==> config.mk <==
export PLATFORM = sky130hd
export DESIGN_NAME = spi_host
export DESIGN_NICKNAME = d
export VERILOG_FILES = /design/src/rtl/spi_host_pkg.sv /design/src/rtl/spi_host_sck_divider.sv /design/src/rtl/spi_host.sv
export SDC_FILE = /design/constraint.sdc
export NUM_CORES = 1
export LEC_CHECK = 0
export ABC_AREA = 1
export CELL_PAD_IN_SITES_DETAIL_PLACEMENT = 1
export CELL_PAD_IN_SITES_GLOBAL_PLACEMENT = 2
export CORE_UTILIZATION = 26
export CTS_CLUSTER_SIZE = 28
export DETAILED_ROUTE_END_ITERATION = 7
export GPL_TIMING_DRIVEN = 0
export PLACE_DENSITY_LB_ADDON = 0.1
export SLEW_MARGIN = 20
export SYNTH_ARGS = -nofsm -noshare
export SYNTH_HDL_FRONTEND = slang
export SYNTH_SLANG_ARGS = --single-unit
==> constraint.sdc <==
create_clock -name clk -period 1.6 [get_ports clk]
set_input_delay 0.32 -clock clk [delete_from_list [all_inputs] [get_ports clk]]
set_output_delay 0.32 -clock clk [all_outputs]
set_load 0.02 [all_outputs]
==> src/rtl/spi_host_pkg.sv <==
// Shared types and constants for the SPI host: FSM state encoding and frame width.
package spi_host_pkg;
  localparam int FRAME_W = 8;
  localparam int BIT_W   = $clog2(FRAME_W);

  typedef enum logic [2:0] {
    IDLE,
    SETUP,
    SHIFT,
    HOLD,
    DESELECT
  } state_t;
endpackage

==> src/rtl/spi_host_sck_divider.sv <==
// Half-period timer: tick marks the last clk cycle of each CLK_DIV-long sck half-period.
module sck_divider #(
  parameter int CLK_DIV = 4
) (
  input  logic clk,
  input  logic reset,
  input  logic clear,
  output logic tick
);
  logic [7:0] cnt;

  assign tick = (cnt == 8'(CLK_DIV - 1));

  always_ff @(posedge clk) begin
    if (reset || clear) cnt <= '0;
    else if (tick)      cnt <= '0;
    else                cnt <= cnt + 8'd1;
  end
endmodule

==> src/rtl/spi_host.sv <==
// SPI mode-0 host: one address byte followed by num_bytes full-duplex data bytes per chip-select.
module spi_host
  import spi_host_pkg::*;
#(
  parameter int CLK_DIV = 4
) (
  input  logic               clk,
  input  logic               reset,
  input  logic               start,
  input  logic [FRAME_W-1:0] addr,
  input  logic [3:0]         num_bytes,
  input  logic [FRAME_W-1:0] tx_data,
  output logic               tx_ack,
  output logic [FRAME_W-1:0] rx_data,
  output logic               rx_valid,
  output logic               busy,
  output logic               done,
  output logic               cs,
  output logic               sck,
  output logic               mosi,
  input  logic               miso
);
  state_t             state, state_n;
  logic               tick, div_clear;
  logic [BIT_W-1:0]   bit_cnt;
  logic [3:0]         byte_cnt;
  logic               data_phase;
  logic [FRAME_W-2:0] tx_sh;
  logic [FRAME_W-2:0] rx_sh;
  logic               rise, fall, byte_end, more;

  assign div_clear = (state == IDLE);

  sck_divider #(.CLK_DIV(CLK_DIV)) u_div (
    .clk   (clk),
    .reset (reset),
    .clear (div_clear),
    .tick  (tick)
  );

  // The sck flop doubles as the phase indicator inside SHIFT.
  assign rise     = (state == SHIFT) && tick && !sck;
  assign fall     = (state == SHIFT) && tick &&  sck;
  assign byte_end = fall && (bit_cnt == BIT_W'(FRAME_W - 1));
  assign more     = (byte_cnt != 4'd0);
  assign busy     = (state != IDLE);

  always_ff @(posedge clk) begin
    if (reset) state <= IDLE;
    else       state <= state_n;
  end

  always_comb begin
    state_n  = state;
    tx_ack   = 1'b0;
    rx_valid = 1'b0;
    done     = 1'b0;
    case (state)
      IDLE:     if (start) state_n = SETUP;
      SETUP:    if (tick) state_n = SHIFT;
      SHIFT: begin
        tx_ack   = byte_end && more && !reset;
        rx_valid = byte_end && data_phase && !reset;
        if (byte_end && !more) state_n = HOLD;
      end
      HOLD:     if (tick) state_n = DESELECT;
      DESELECT: if (tick) begin
        done    = !reset;
        state_n = IDLE;
      end
      default:  state_n = IDLE;
    endcase
  end

  always_ff @(posedge clk) begin
    if (reset) begin
      cs         <= 1'b1;
      sck        <= 1'b0;
      mosi       <= 1'b0;
      rx_data    <= '0;
      bit_cnt    <= '0;
      byte_cnt   <= '0;
      data_phase <= 1'b0;
      tx_sh      <= '0;
      rx_sh      <= '0;
    end else begin
      case (state)
        IDLE: if (start) begin
          cs         <= 1'b0;
          mosi       <= addr[FRAME_W-1];
          tx_sh      <= addr[FRAME_W-2:0];
          byte_cnt   <= num_bytes;
          data_phase <= 1'b0;
          bit_cnt    <= '0;
        end
        SHIFT: begin
          if (rise) begin
            sck   <= 1'b1;
            rx_sh <= {rx_sh[FRAME_W-3:0], miso};
            if (data_phase && bit_cnt == BIT_W'(FRAME_W - 1))
              rx_data <= {rx_sh, miso};
          end
          if (fall) begin
            sck <= 1'b0;
            if (!byte_end) begin
              bit_cnt <= bit_cnt + BIT_W'(1);
              mosi    <= tx_sh[FRAME_W-2];
              tx_sh   <= {tx_sh[FRAME_W-3:0], 1'b0};
            end else begin
              bit_cnt <= '0;
              if (more) begin
                // Next byte goes straight out with no inter-byte gap.
                mosi       <= tx_data[FRAME_W-1];
                tx_sh      <= tx_data[FRAME_W-2:0];
                byte_cnt   <= byte_cnt - 4'd1;
                data_phase <= 1'b1;
              end else begin
                mosi <= 1'b0;
              end
            end
          end
        end
        HOLD: if (tick) cs <= 1'b1;
        default: ;
      endcase
    end
  end
endmodule

==> results.md, run 1 <==
- Crit path time final: 1940 ps
- Final core occ: 0.4102
- Total CTS buffers: 5
- VDD IR max: 0.7288 mV
- Drt drc: 0
- Die height: 96.25 µm
- Period utilisation layout: 1.213
- Initial Util: 0.2661
- Grt ovf: 0
- P&R area growth vs syn: 54.12%
- Design Power: 4511 µW
- DPL Wire Length: 4761 µm
- Worst-path clk slew: 100 ps
- WP data arrival: 1620 ps
- Worst Setup End Kind: primary output
- Max H-tree Level: 2
- Cell area after synthesis: 2310 µm²
- Synth Net Count: 367
- # IOs: 39
- Reg-to-reg startpoint: u_div.cnt[0]
- Buffers on Ports: 37
- Final hold slack: 459.2 ps
- Clock Skew: 16.65 ps
- Critical path required time: 1280 ps
- P per Cell Area: 1267 nW/µm²
- Vias per cell: 4.580
- Final setup margin: -340.4 ps
- Hold Path Origin: rx_data[2]
- Yosys warning total: 0
- Core area: 8678 µm²
- Critical Path Source: u_div.cnt[0]
- Routability cong.: 0.8252
- Antenna cell count: 0
- Sequential fraction of the synthesis area: 0.3814
- Post-Syn Area per Cell: 6.833 µm²
- Root Buffer Master: clkbuf_8
- Violated checks: negative setup slack
- Routed wire length: 6985 µm
- DP Worst Slack: -639.6 ps
- Clk Latency, worst-skew pair: 310 ps
- Layout cell share with drive strength beyond 1: 0.3123
- Maximum clock rate: 515.4 MHz
- CTS tree: done
- Commonest non-fill, non-tap cell in the layout: nand2_1
- Initial DRC count: 75
- Post-Synthesis Cells: 338
- Die Area: 9264 µm²
- Commonest non-fill, non-tap cells in the layout: 79 x nand2_1, 36 x dfxtp_1, 33 x nor2_1
- Rows: 34
- Run status: complete, but fails checks
- Vias in the first global route: 2,335
- Largest net degree at the start of global routing: 16
- Post-synth cell types: 34
- CTS max path bufs: 2
- Hold-fix buffers, CTS: 0
- Setup CP Type: reg2out
- Register bit count reported by yosys: 44
- Worst min-delay path class: reg2reg
- RSZ-0062 raised after global routing: yes
- Die Wd: 96.25 µm
- LEAKAGE: 0.001664 µW
- Startpoint types: flip-flop
- Max-slew violations: 0
- Routed len/inst: 13.41 µm
- Area after DPL: 2883 µm²
- Slew @ Worst Pin: 659.2 ps
- Crit Path Max Fanout: 3
- Design area: 3560 µm²
- Final setup viols: 36
- Filler cells: 1,069
- Vias: 2,386
- Maxcap violations: 0
- Hold Violations, Final: 0
- Final-stage net count: 441
- CTS sink count: 44
- Antenna violation net count after detailed routing: 0
- Router iterations before antenna repair: 4
- GR Util All Layers: 0.1663
- Global-route wire length before repair: 11,760 µm
- Slew headroom: 0.5606
- Antenna violations before repair: 0
[worst max-delay path, cell delays in order, from the launching register on]
cell and delay [ps]:
dfxtp_2 360, ha_4 150, nand3_4 70, nor2_4 140, nand4_1 160, buf_6 160
nor3_4 120, buf_6 140
[final timing paths]
path	end	slack, ps	cells after the start
max	tx_ack	-340	7
min	rx_data[2]	460	2
max reg2reg	bit_cnt[1]	-180	11
min reg2reg	rx_data[2]	460	2
[area by class of cell]
type,instances,area [µm²],share of cell area
inverters,41,161.4,0.04534
clock buffers,5,68.82,0.01933
plain buffers,11,83.83,0.02355
repair buffers,66,673.1,0.1891
clock inverters,3,47.55,0.01336
well taps,108,135.1,0.03796
multi-input cells,243,1499,0.4211
flip-flops and latches,44,890.9,0.2503
[per-layer routing]
| layer | vias to the layer above | wire, µm | GRT usage |
|---|---|---|---|
| met3 | 5 | 222 | 0.02923 |
| met5 | - | 0 | 0 |
| met4 | 0 | 50 | 0.03731 |
| met2 | 30 | 3312 | 0.2736 |
| met1 | 1119 | 3400 | 0.2249 |
| li1 | 1232 | - | - |
[repair_timing]
action                     4_1_cts  5_1_grt
pin swaps                       27       28
hold endpoints to repair         0        0
gates cloned                     1        0
buffers inserted                21        9
setup endpoints to repair       38       56
resized for setup               58       49
[registers in the layout (all words and copies together), names as in the netlist]
signal	count
sck	1
data_phase	1
byte_cnt	4
rx_data	8
bit_cnt	3
tx_sh	7
state	3
cs	1
u_div.cnt	8
mosi	1
rx_sh	7
[kinds of logic (layout without fill, tap and decap cells)]
family / Yosys count / after routing / share of synthesized area
flip-flops: 44 / 44 / 0.3814
XOR/XNOR: 1 / 1 / 0.003793
AND/OR/NAND/NOR: 195 / 196 / 0.4003
AO/OA/AOI/OAI: 41 / 41 / 0.09805
adder cells (fa/ha/maj): 5 / 5 / 0.02709
buffers and inverters: 52 / 126 / 0.08938
[Yosys cell counts, drive strengths merged]
library cell / n / area [µm²]
buf: 7 / 35.04
xnor2: 1 / 8.760
nor3: 5 / 25.02
a21oi: 30 / 150.1
or2: 5 / 33.78
nor4: 3 / 18.77
nand4: 10 / 62.56
clkinv: 1 / 3.750
dfxtp: 44 / 880.8
ha: 5 / 62.56
nand2: 94 / 367.8
nand3: 28 / 157.7
inv: 40 / 152.6
o21ai: 8 / 43.79
o31ai: 1 / 7.510
nand3b: 1 / 7.510
clkbuf: 4 / 15.01
a31oi: 1 / 6.260
o21bai: 1 / 18.77
nor2: 49 / 251.5
[report_power, final]
part / total, µW / switching, µW / internal (µW)
registers: 1400 / 125 / 1280
clock network: 909 / 438 / 471
logic: 2200 / 1280 / 914
[stage by stage]
step                      TNS [ps]  cells
after CTS                    -2907    513
after detailed placement     -6394    483
after global placement       -6205    483
after floorplan             -18.54    338
final                        -4664    521
after global routing         -9872    521
(Power assumes the default switching activity.)
==> inputs of run 2 (changes only) <==
--- a/config.mk
+++ b/config.mk
@@ -8,7 +8,8 @@
 export ABC_AREA = 1
 export CELL_PAD_IN_SITES_DETAIL_PLACEMENT = 1
 export CELL_PAD_IN_SITES_GLOBAL_PLACEMENT = 2
-export CORE_UTILIZATION = 26
+export CORE_UTILIZATION = 27
+export CTS_BUF_LIST = sky130_fd_sc_hd__clkbuf_8
 export CTS_CLUSTER_SIZE = 28
 export DETAILED_ROUTE_END_ITERATION = 7
 export GPL_TIMING_DRIVEN = 0
==> run 2 against run 1 <==
Routed wire length shrank 1.1%. Register-to-register slack is essentially flat. Maximum frequency shrank 1.4%. The flow still finishes with violations (negative setup slack). Combinational power shrank 5%. Setup slack lost 28 ps. Non-clock buffer count shrank 8. Clock power is essentially flat. Worst hold slack gained 4.7 ps. Global-route usage shrank 0.82 points. Die area shrank 3.6%. Power shrank 2.3%. First-iteration DRC count grew 16%.
==> results.md, run 2 (same netlist as run 1, synthesis figures left out) <==
- Crit Path Max Fanout: 4
- P&R area growth vs syn: 49.51%
- Clock Skew: 7.530 ps
- Hold Path Sink: rx_data[2]
- Reg2reg path depth: 11
- Reg-to-reg startpoint: u_div.cnt[0]
- Crit path time final: 1969 ps
- Final setup margin: -368.7 ps
- Vias per cell: 4.648
- Core area: 8258 µm²
- Drt drc: 0
- Routability cong.: 0.8337
- VDD IR max: 0.6616 mV
- Initial DRC count: 87
- Root Buffer Master: clkbuf_8
- Final-stage net count: 434
- Slew headroom: 0.6201
- Router iterations before antenna repair: 4
- CTS sink count: 44
- CTS max path bufs: 2
- Slew @ Worst Pin: 569.9 ps
- Routed len/inst: 13.52 µm
- Hold Path Origin: rx_data[2]
- Layout cell share with drive strength beyond 1: 0.3054
- Global-route wire length before repair: 11,020 µm
- Hold path cells: 2
- Run status: complete, but fails checks
- Worst-path clk slew: 100 ps
- Worst min-delay path class: reg2reg
- Placed insts: 480
- Die Area: 8928 µm²
- Layout Cells excl Fill: 511
- Setup CP Type: reg2out
- WP data arrival: 1650 ps
- Total CTS buffers: 5
- Final setup viols: 34
- Clk Latency, worst-skew pair: 310 ps
- Final core occ: 0.4182
- Max-slew violations: 0
- LEAKAGE: 0.001575 µW
- GR Util All Layers: 0.1581
- Buffers on Ports: 37
- # IOs: 39
- Largest net degree at the start of global routing: 16
- Largest registers: rx_data (8), u_div.cnt (8)
- Commonest non-fill, non-tap cell in the layout: nand2_1
- Grt ovf: 0
- Antenna cell count: 0
- Startpoint types: flip-flop
- Critical path required time: 1280 ps
- Design Power: 4406 µW
- RSZ-0062 raised after global routing: yes
- Commonest non-fill, non-tap cells in the layout: 70 x nand2_1, 37 x nor2_1, 37 x dfxtp_1
- Routed wire length: 6909 µm
- Maxcap violations: 0
- FF-to-FF setup slack: -180 ps
- Hold Violations, Final: 0
- Vias in the first global route: 2,287
- Violated checks: negative setup slack
- Antenna violation net count after detailed routing: 0
- Rows: 33
- P per Cell Area: 1276 nW/µm²
- Worst Setup End Kind: primary output
- CTS tree: done
- Die height: 94.49 µm
- Antenna violations before repair: 0
- Maximum clock rate: 508.0 MHz
- Initial Util: 0.2797
- Period utilisation layout: 1.230
- Vias: 2,375
- Die Wd: 94.49 µm
- Reg2reg end: data_phase
- Max H-tree Level: 2
- DPL Wire Length: 4803 µm
==> run 2: changes by cell type in the layout (fill, tap and decap cells not counted), moves of 3 or more <==
| cell | change |
|---|---|
| nand3_1 | -3 |
| nand3_2 | +3 |
| buf_6 | -5 |
| buf_4 | -3 |
| a21oi_2 | -4 |
| nor2_2 | -4 |
| a21oi_1 | +4 |
| nor2_1 | +4 |
| nand2_1 | -9 |
| nand2_2 | +10 |
==> run 2: how the worst max path moves through the flow <==
stage	slack [ps]	end	from	cells past startpoint
4_1_cts	-380	rx_valid	u_div.cnt[0]	6
6_report	-370	tx_ack	bit_cnt[1]	7
2_1_floorplan	-20	rx_valid	sck	4
3_5_place_dp	-650	tx_ack	u_div.cnt[1]	7
3_3_place_gp	-650	tx_ack	bit_cnt[0]	7
5_1_grt	-480	tx_ack	u_div.cnt[0]	7
==> run 2: layout make-up <==
type | count | area, µm²
fillers | 1046 | 4805
multi-input cells | 244 | 1496
flip-flops and latches | 44 | 889.6
repair buffers | 58 | 579.3
inverters | 41 | 161.4
well taps | 105 | 131.4
plain buffers | 11 | 80.08
clock buffers | 5 | 68.82
clock inverters | 3 | 46.29
==> run 2: stage by stage <==
stage | TNS, ps | area [µm²] | setup slack (ps) | hold slack (ps)
2_1_floorplan | -18.54 | 2377 | -18.54 | 420.3
3_3_place_gp | -5957 | 2879 | -648.2 | 428.9
3_5_place_dp | -6821 | 2879 | -648.4 | 437.2
4_1_cts | -4473 | 3134 | -379.5 | 470.4
5_1_grt | -8692 | 3453 | -479.9 | 489.0
6_report | -3944 | 3453 | -368.7 | 463.9
==> run 2: where the power goes <==
| group | switching (µW) | total (µW) | internal, µW |
|---|---|---|---|
| clock | 440 | 911 | 471 |
| sequential | 115 | 1390 | 1280 |
| combinational | 1260 | 2100 | 845 |
| total | 1810 | 4410 | 2600 |
==> run 2: layer usage <==
layer	global-route usage	wire length, µm
met1	0.2058	3431
met3	0.02738	197
met4	0.03409	59
met2	0.2723	3221
met5	0	0
==> run 2: worst max-delay path: stages, from the launching register on <==
cell	delay, ps
dfxtp_2	360
ha_4	130
ha_2	160
clkbuf_8	130
nand4_1	120
buf_6	160
nor3_4	150
buf_6	150
==> run 2: timing repair <==
action / in CTS / in global routing
setup endpoints to repair: 40 / 51
gates resized for setup: 32 / 67
pin swaps: 13 / 26
hold buffers: 0 / 0
gates cloned: 1 / 1
buffers inserted: 12 / 9
==> inputs of run 3 (changes only) <==
--- a/config.mk
+++ b/config.mk
@@ -14,6 +14,7 @@
 export DETAILED_ROUTE_END_ITERATION = 7
 export GPL_TIMING_DRIVEN = 0
 export PLACE_DENSITY_LB_ADDON = 0.1
+export RECOVER_POWER = 25
 export SLEW_MARGIN = 20
 export SYNTH_ARGS = -nofsm -noshare
 export SYNTH_HDL_FRONTEND = slang
==> run 3 against run 2 <==
The flow still finishes with violations (negative setup slack). Non-clock buffer count is the same. Setup slack worse by 3.4 ps. Cell count is the same. Routed wire length is essentially flat. Die area stayed put. Clock skew hardly changed. Cell area shrank 0.76%. Largest cell class unchanged. First-iteration DRC count increased by 1.1%. Highest routed layer unchanged.
==> results.md, run 3 (same netlist as run 1, synthesis figures left out) <==
- Max-slew violations: 0
- Rows: 33
- CTS max path bufs: 2
- Slew @ Worst Pin: 569.9 ps
- Period utilisation layout: 1.233
- Die Area: 8928 µm²
- Antenna cell count: 0
- Antenna violation net count after detailed routing: 0
- Routed met1 length: 3424 µm
- Filler cells: 1,052
- FF-to-FF setup slack: -180 ps
- Most frequent CP cell: inv_1
- Maximum clock rate: 507.1 MHz
- Crit Path Max Fanout: 4
- Hold Violations, Final: 0
- Clock Skew: 7.622 ps
- Slew headroom: 0.6201
- Router iterations before antenna repair: 4
- Hold Path Origin: rx_data[6]
- Drt drc: 0
- Maxcap violations: 0
- P&R area growth vs syn: 48.38%
- Critical path required time: 1280 ps
- Worst path slowest cell: dfxtp_1
- Reg2reg path depth: 11
- Layout cell share with drive strength beyond 1: 0.3054
- Startpoint types: flip-flop
- Max H-tree Level: 2
- Worst Setup End Kind: primary output
- Design Power: 4397 µW
- Core area: 8258 µm²
- Initial DRC count: 88
- VDD IR max: 0.6616 mV
- Vias: 2,370
- Die Wd: 94.49 µm
- Largest registers: rx_data (8), u_div.cnt (8)
- Die height: 94.49 µm
- Hold Path Sink: rx_data[6]
- Critical path cell sequence: inv_1 > ha_1 > nand3_1 > inv_1 > nor3_4 > buf_6
- Routed len/inst: 13.52 µm
- Run status: complete, but fails checks
- Metal3 WL: 199 µm
- Routed wire length: 6911 µm
- Violated checks: negative setup slack
- # IOs: 39
- Worst-path clk slew: 100 ps
- Setup CP Type: reg2out
- P per Cell Area: 1283 nW/µm²
- Highest Signal Layer: met4
- RSZ-0062 raised after global routing: yes
- Total CTS buffers: 5
- Root Buffer Master: clkbuf_8
- Worst min-delay path class: reg2reg
- Vias per cell: 4.638
- Buffers on Ports: 37
- Final setup margin: -372.1 ps
- Clk Latency, worst-skew pair: 310 ps
- Hold path cells: 2
- Reg-to-reg startpoint: u_div.cnt[0]
- Crit path time final: 1972 ps
- Commonest non-fill, non-tap cell in the layout: nand2_1
- LEAKAGE: 0.001516 µW
- Final setup viols: 34
- CTS sink count: 44
- Initial Util: 0.2797
- Final hold slack: 464.9 ps
- Final-stage net count: 434
- CTS tree: done
- Largest net degree at the start of global routing: 16
- Slowest stage delay, CP: 380 ps
- DPL Wire Length: 4803 µm
- Global-route wire length before repair: 11,020 µm
- Reg2reg end: data_phase
- Met2 Wirelength: 3228 µm
- Commonest non-fill, non-tap cells in the layout: 70 x nand2_1, 37 x nor2_1, 37 x dfxtp_1
- Antenna violations before repair: 0
- Grt ovf: 0
- Vias in the first global route: 2,287
- Routability cong.: 0.8337
- GR Util All Layers: 0.1581
- WP data arrival: 1650 ps
==> run 3: cell count changes in the layout (fill, tap and decap cells not counted), sizes merged <==
cell and delta:
clkbuf +3, dlymetal6s2s -3
==> run 3: area by class of cell <==
class / count / area (µm²) / area share
clock buffer: 5 / 68.82 / 0.02008
inverter: 41 / 161.4 / 0.04710
clock inverter: 3 / 46.29 / 0.01351
tap: 105 / 131.4 / 0.03834
buffer: 11 / 80.08 / 0.02337
sequential: 44 / 889.6 / 0.2596
timing repair buffer: 58 / 553.0 / 0.1614
multi-input combinational: 244 / 1496 / 0.4367
==> run 3: worst max-delay path by stage <==
stage / slack, ps / start / end / cells past startpoint
final: -370 / byte_cnt[0] / tx_ack / 6
after global routing: -480 / u_div.cnt[0] / tx_ack / 7
after CTS: -380 / u_div.cnt[0] / rx_valid / 6
after detailed placement: -650 / u_div.cnt[1] / tx_ack / 7
after global placement: -650 / bit_cnt[0] / tx_ack / 7
after floorplan: -20 / sck / rx_valid / 4
==> run 3: per-stage QoR <==
stage	utilization	setup TNS, ps	instance area (µm²)	std cells	worst slack, ps
global route	0.4150	-8692	3427	511	-479.9
detailed placement	0.3486	-6821	2879	480	-648.4
finish	0.4150	-3952	3427	511	-372.1
CTS	0.3795	-4473	3134	501	-379.5
global placement	0.3486	-5957	2879	480	-648.2
floorplan	-	-18.54	2377	338	-18.54
==> run 3: report_power, final <==
part | leakage [µW] | internal, µW | switching [µW]
registers | 0.000362 | 1280 | 116
logic | 0.00110 | 837 | 1260
clock network | 0.0000548 | 471 | 440
total | 0.00152 | 2590 | 1810
==> run 3: per-layer routing <==
metal,up-vias,GRT usage
met1,1115,0.2058
li1,1221,-
met5,-,0
met4,0,0.03409
met2,29,0.2723
met3,5,0.02738
==> run 3: worst max-delay path, delay by kind of cell (launching register included) <==
kind	cells	cell delay, ps
adder cells (fa/ha/maj)	1	200
buffers and inverters	3	400
flip-flops	1	380
AND/OR/NAND/NOR	2	370
==> run 3: timing repair <==
action / 4_1_cts / 5_1_grt
buffers inserted: 12 / 9
pin swaps: 13 / 26
resized for setup: 32 / 67
cloned: 1 / 1
setup endpoints to repair: 40 / 51
hold buffers: 0 / 0
==> patch 1, RTL diff (settings of run 3) <==
`FRAME_W`: 8 -> 4.
--- a/src/rtl/spi_host_pkg.sv
+++ b/src/rtl/spi_host_pkg.sv
@@ -1,6 +1,6 @@
 // Shared types and constants for the SPI host: FSM state encoding and frame width.
 package spi_host_pkg;
-  localparam int FRAME_W = 8;
+  localparam int FRAME_W = 4;
   localparam int BIT_W   = $clog2(FRAME_W);
 
   typedef enum logic [2:0] {
Interface: changed (resized addr, rx_data and tx_data); port bits go from 39 to 27. No check against the original RTL was run, so the function may have changed too.
==> patch 1 against run 3 <==
  * Largest cell class unchanged
  * Global-route usage rose by 0.51 points
  * Area after synthesis fell by 28%
  * Setup slack improved by 0.11 ns
  * Final area fell by 23%
  * The flow still finishes with violations (setup timing)
  * Sequential power fell by 19%
  * Critical path type unchanged
  * Sequential cell count fell by 13
  * Critical endpoint unchanged
  * Wire length fell by 25%
  * Total power rose by 2.2%
==> patch 1: results (changes against run 3) <==
* Result of the run: finished, violations left (unchanged)
- Violated checks: setup timing (unchanged).
- The setup slack at placement is -0.942 ns (was -0.648 ns).
- Worst-path clk slew: 0.07 ns (was 0.10 ns)
* # setup viols final: 18 (was 34)
- Ranking of synthesized cells by area: sky130_fd_sc_hd__dfxtp_1 (37%), sky130_fd_sc_hd__nand2_1 (13%), sky130_fd_sc_hd__nor2_1 (9.0%), sky130_fd_sc_hd__inv_1 (6.3%), sky130_fd_sc_hd__nand3_1 (5.7%) (was sky130_fd_sc_hd__dfxtp_1 (38%), sky130_fd_sc_hd__nand2_1 (15%), sky130_fd_sc_hd__nor2_1 (6.7%), sky130_fd_sc_hd__a21oi_1 (6.5%), sky130_fd_sc_hd__nand3_1 (5.6%))
- Placement Cell Area: 2060 um^2 (was 2880 um^2)
- List of most frequent post-synthesis cells: sky130_fd_sc_hd__nand2_1 (60), sky130_fd_sc_hd__nor2_1 (40), sky130_fd_sc_hd__dfxtp_1 (31) (was sky130_fd_sc_hd__nand2_1 (90), sky130_fd_sc_hd__dfxtp_1 (44), sky130_fd_sc_hd__nor2_1 (41))
* Compound-cell area share of the yosys netlist: 9.27% (was 9.80%)
- The met1 layer usage reported by global route came to 21.0% (was 20.6%).
* Clock skew: 0.00531 ns (was 0.00762 ns)
- Final worst-path setup slack: -0.258 ns (was -0.372 ns)
- Worst setup path startpoint: u_div.cnt[1] (was byte_cnt[0])
- The endpoint with the worst hold slack is rx_data[0] (was rx_data[6]).
- Port Buffers: 26 (was 37)
* Power Clock: 0.647 mW (was 0.911 mW)
- Switching share of total power: 45.6% (was 41.2%)
* Min Hold Slack: 0.468 ns (was 0.465 ns)
- The highest-delay cell along the critical path is sky130_fd_sc_hd__dfxtp_2 (was sky130_fd_sc_hd__dfxtp_1).
* Overall routing resource usage: 16.3% (was 15.8%)
- Nets: 325 (was 434)
- The number of fill cells in the layout was 733 (was 1052).
- The count of different cell masters after synthesis is 29 (was 34).
- Routability Congestion: 0.753 (was 0.834)
* Number of vias after detailed routing: 1740 (was 2370)
* Post-cts sizing count: 64 (was 32)
- The transition at the pin with the smallest max-transition slack was 0.432 ns (was 0.570 ns).
- The power share of the sequential group is 25.1% (was 31.7%).
- Global-route wire length before repair: 8.13 mm (was 11.0 mm)
* Met2 track demand over resource in global routing: 27.5% (was 27.2%)
- Detail Route met3 WL: 119 um (was 199 um)
- The sequential cell area fraction in the yosys report is 37.1% (was 38.1%).
- The largest stage delay on the critical path came to 0.35 ns (was 0.38 ns).
- Worst Reg2Reg Path Length in Cells: 12 (was 11)
- Adder and majority cell fraction of the synthesized area: 2.99% (was 2.71%)
patch 1: cell count changes after synthesis, sizes merged, moves of 2 or more:
cell / delta
nor3b: +2
or2: -4
nand4: -7
dfxtp: -13
nand2: -30
clkbuf: -2
inv: -8
a21oi: -12
buf: -6
nand3: -7
nor2: -3
patch 1: cell type report:
type                            count  area share, %
Buffer                              3           1.33
Inverter                           32           5.13
Clock inverter                      1          0.190
Timing Repair Buffer               51           17.6
Multi-Input combinational cell    181           44.7
Tap cell                           75           3.56
Clock buffer                        6           3.14
Sequential cell                    31           24.3
patch 1: cell families after synthesis:
family,count (synthesis)
flip-flops,31
AND/OR/NAND/NOR,148
AO/OA/AOI/OAI,27
buffers and inverters,35
XOR/XNOR,2
adder cells (fa/ha/maj),4
patch 1: critical path, delay by kind of cell, from the launching register on:
kind	cells	cell delay [ns]
DFF	1	0.35
buffers and inverters	1	0.18
and+or+nand+nor	4	0.56
adders and majority gates	1	0.17
==> patch 2, RTL diff (settings of run 3) <==
Made on the original files. Make the reset (`reset`) asynchronous in 2 clocked blocks.
--- a/src/rtl/spi_host.sv
+++ b/src/rtl/spi_host.sv
@@ -45,7 +45,7 @@
   assign more     = (byte_cnt != 4'd0);
   assign busy     = (state != IDLE);
 
-  always_ff @(posedge clk) begin
+  always_ff @(posedge clk or posedge reset) begin
     if (reset) state <= IDLE;
     else       state <= state_n;
   end
@@ -72,7 +72,7 @@
     endcase
   end
 
-  always_ff @(posedge clk) begin
+  always_ff @(posedge clk or posedge reset) begin
     if (reset) begin
       cs         <= 1'b1;
       sck        <= 1'b0;
Behaviour: differs if reset is asserted again (counterexample within 4 cycles, from zero or initial values and one cycle with reset high); with reset held inactive, the same outputs for 10 cycles.
==> patch 2 against run 3 <==
  * The flow still finishes with violations (setup timing)
  * First-iteration DRC count fell by 48%
  * Fmax decreased by 0.54%
  * Final area increased by 11%
  * Critical endpoint unchanged
  * Critical path type unchanged
  * Clock skew rose by 0.0014 ns
  * Highest routed layer unchanged
  * Cell count down 2.5%
  * Setup slack worse by 0.011 ns
  * Total power grew 12%
  * Sequential cell count did not move
  * Area after synthesis increased by 2.6%
  * Register-to-register slack worse by 0.18 ns
  * Wire length increased by 3.7%
==> patch 2: results (changes against run 3) <==
- The net total in the final layout is 421 (was 434).
- Global-route wire length before repair: 11.2 mm (was 11.0 mm)
- The wire length reported by the detailed router was 7.17 mm (was 6.91 mm).
- Tightest Pin Transition: 1.14 ns (was 0.570 ns)
- Share of synthesized flip-flops with an asynchronous set or reset: 81.8% (was 0%)
* Port Buffers: 38 (was 37)
- Result of the run: finished, violations left (unchanged)
- The fraction of synthesized cell area in xor and xnor cells came to 1.48% (was 0.379%).
- The total nets after synthesis came to 330 (was 367).
- Post-placement setup slack: -1.53 ns (was -0.648 ns)
- # setup viols final: 35 (was 34)
* Clock skew: 0.00904 ns (was 0.00762 ns)
* Static leakage: 1.92 nW (was 1.52 nW)
- Vias per std cell: 4.60 (was 4.64)
- Number of global-route vias before repair: 2227 (was 2287)
* Ranking of synthesized cells by area: sky130_fd_sc_hd__dfrtp_1 (37%), sky130_fd_sc_hd__nand2_1 (15%), sky130_fd_sc_hd__dfxtp_1 (6.8%), sky130_fd_sc_hd__inv_1 (6.0%), sky130_fd_sc_hd__nand3_1 (3.8%) (was sky130_fd_sc_hd__dfxtp_1 (38%), sky130_fd_sc_hd__nand2_1 (15%), sky130_fd_sc_hd__nor2_1 (6.7%), sky130_fd_sc_hd__a21oi_1 (6.5%), sky130_fd_sc_hd__nand3_1 (5.6%))
* Predominant post-synthesis flop cell: sky130_fd_sc_hd__dfrtp_1 (was sky130_fd_sc_hd__dfxtp_1)
- Pin count of the biggest net entering global routing: 19 (was 16)
- Final worst-path setup slack: -0.383 ns (was -0.372 ns)
- Routability Congestion: 0.779 (was 0.834)
* Hold WC Path Type: input port to asynchronous set/reset pin (was flip-flop to flip-flop)
- Violated checks: setup timing (unchanged).
- The fraction of layout instances using a drive strength above 1 is 36.4% (was 30.5%).
- The complex-gate fraction of the synthesized area is 10.2% (was 9.80%).
- Adder and majority cell fraction of the synthesized area: 2.64% (was 2.71%)
- The largest voltage drop on the vdd net was 0.483 mV (was 0.662 mV).
-- patch 2: power breakdown --
group	internal (mW)	switching (mW)	leakage, nW
sequential	1.36	0.212	0.528
clock	0.471	0.430	0.0583
combinational	1.03	1.40	1.33
-- patch 2: per-layer routing --
metal / track usage (%) / vias up / wire (um)
met5: 0 / - / 0
met4: 4.48 / 0 / 76
met3: 2.79 / 7 / 193
met2: 26.5 / 31 / 3450
met1: 21.9 / 1117 / 3440
li1: - / 1137 / -
-- patch 2: worst paths after layout --
path | from | to | slack, ns | depth (start not counted)
setup / recovery | u_div.cnt[0] | tx_ack | -0.38 | 8
hold / removal | reset | byte_cnt[2] | 0.43 | 2
setup reg to reg | u_div.cnt[0] | tx_sh[6] | -0.36 | 13
hold reg to reg | cs | cs | 0.47 | 2
max in group asynchronous | reset | state[1] | 0.13 | 3
min in group clk | cs | cs | 0.47 | 2
-- patch 2: metrics by stage --
stage | instance area (um^2) | hold WS [ns] | cells | total power, mW | TNS, ns
after global routing | 3820 | 0.484 | 498 | 5.30 | -11.34
after floorplan | 2420 | 0.277 | 301 | 2.77 | -0.0887
final | 3820 | 0.426 | 498 | 4.91 | -8.28
after CTS | 3400 | 0.476 | 474 | 4.43 | -4.38
after global placement | 2930 | 0.441 | 444 | 3.26 | -9.48
after detailed placement | 2930 | 0.443 | 444 | 3.29 | -10.14
-- patch 2: layout make-up --
cell class	instances	share of cell area (%)
Multi-Input combinational cell	206	36.5
Sequential cell	44	28.0
Timing Repair Buffer	84	22.1
Inverter	44	4.88
Tap cell	105	3.44
Buffer	6	1.87
Clock buffer	5	1.80
Clock inverter	3	1.25
Timing Repair inverter	1	0.131
-- patch 2: cell families (layout without fill, tap and decap cells) --
| group | Yosys count | after routing |
|---|---|---|
| simple gates | 159 | 159 |
| buf+inv | 51 | 143 |
| flops | 44 | 44 |
| compound gates | 38 | 38 |
| fa+ha+maj | 5 | 5 |
| xor+xnor | 4 | 4 |
-- patch 2: critical path, delay by kind of cell (launching register included) --
family / cells / cell delay (ns)
buffers and inverters: 2 / 0.21
AND/OR/NAND/NOR: 5 / 0.61
adder cells (fa/ha/maj): 1 / 0.18
flip-flops: 1 / 0.36
-- patch 2: timing repair --
item	CTS	global route
gates resized for setup	70	74
setup endpoints to repair	44	47
pin swaps	10	15
buffers inserted	20	24
cloned	2	2
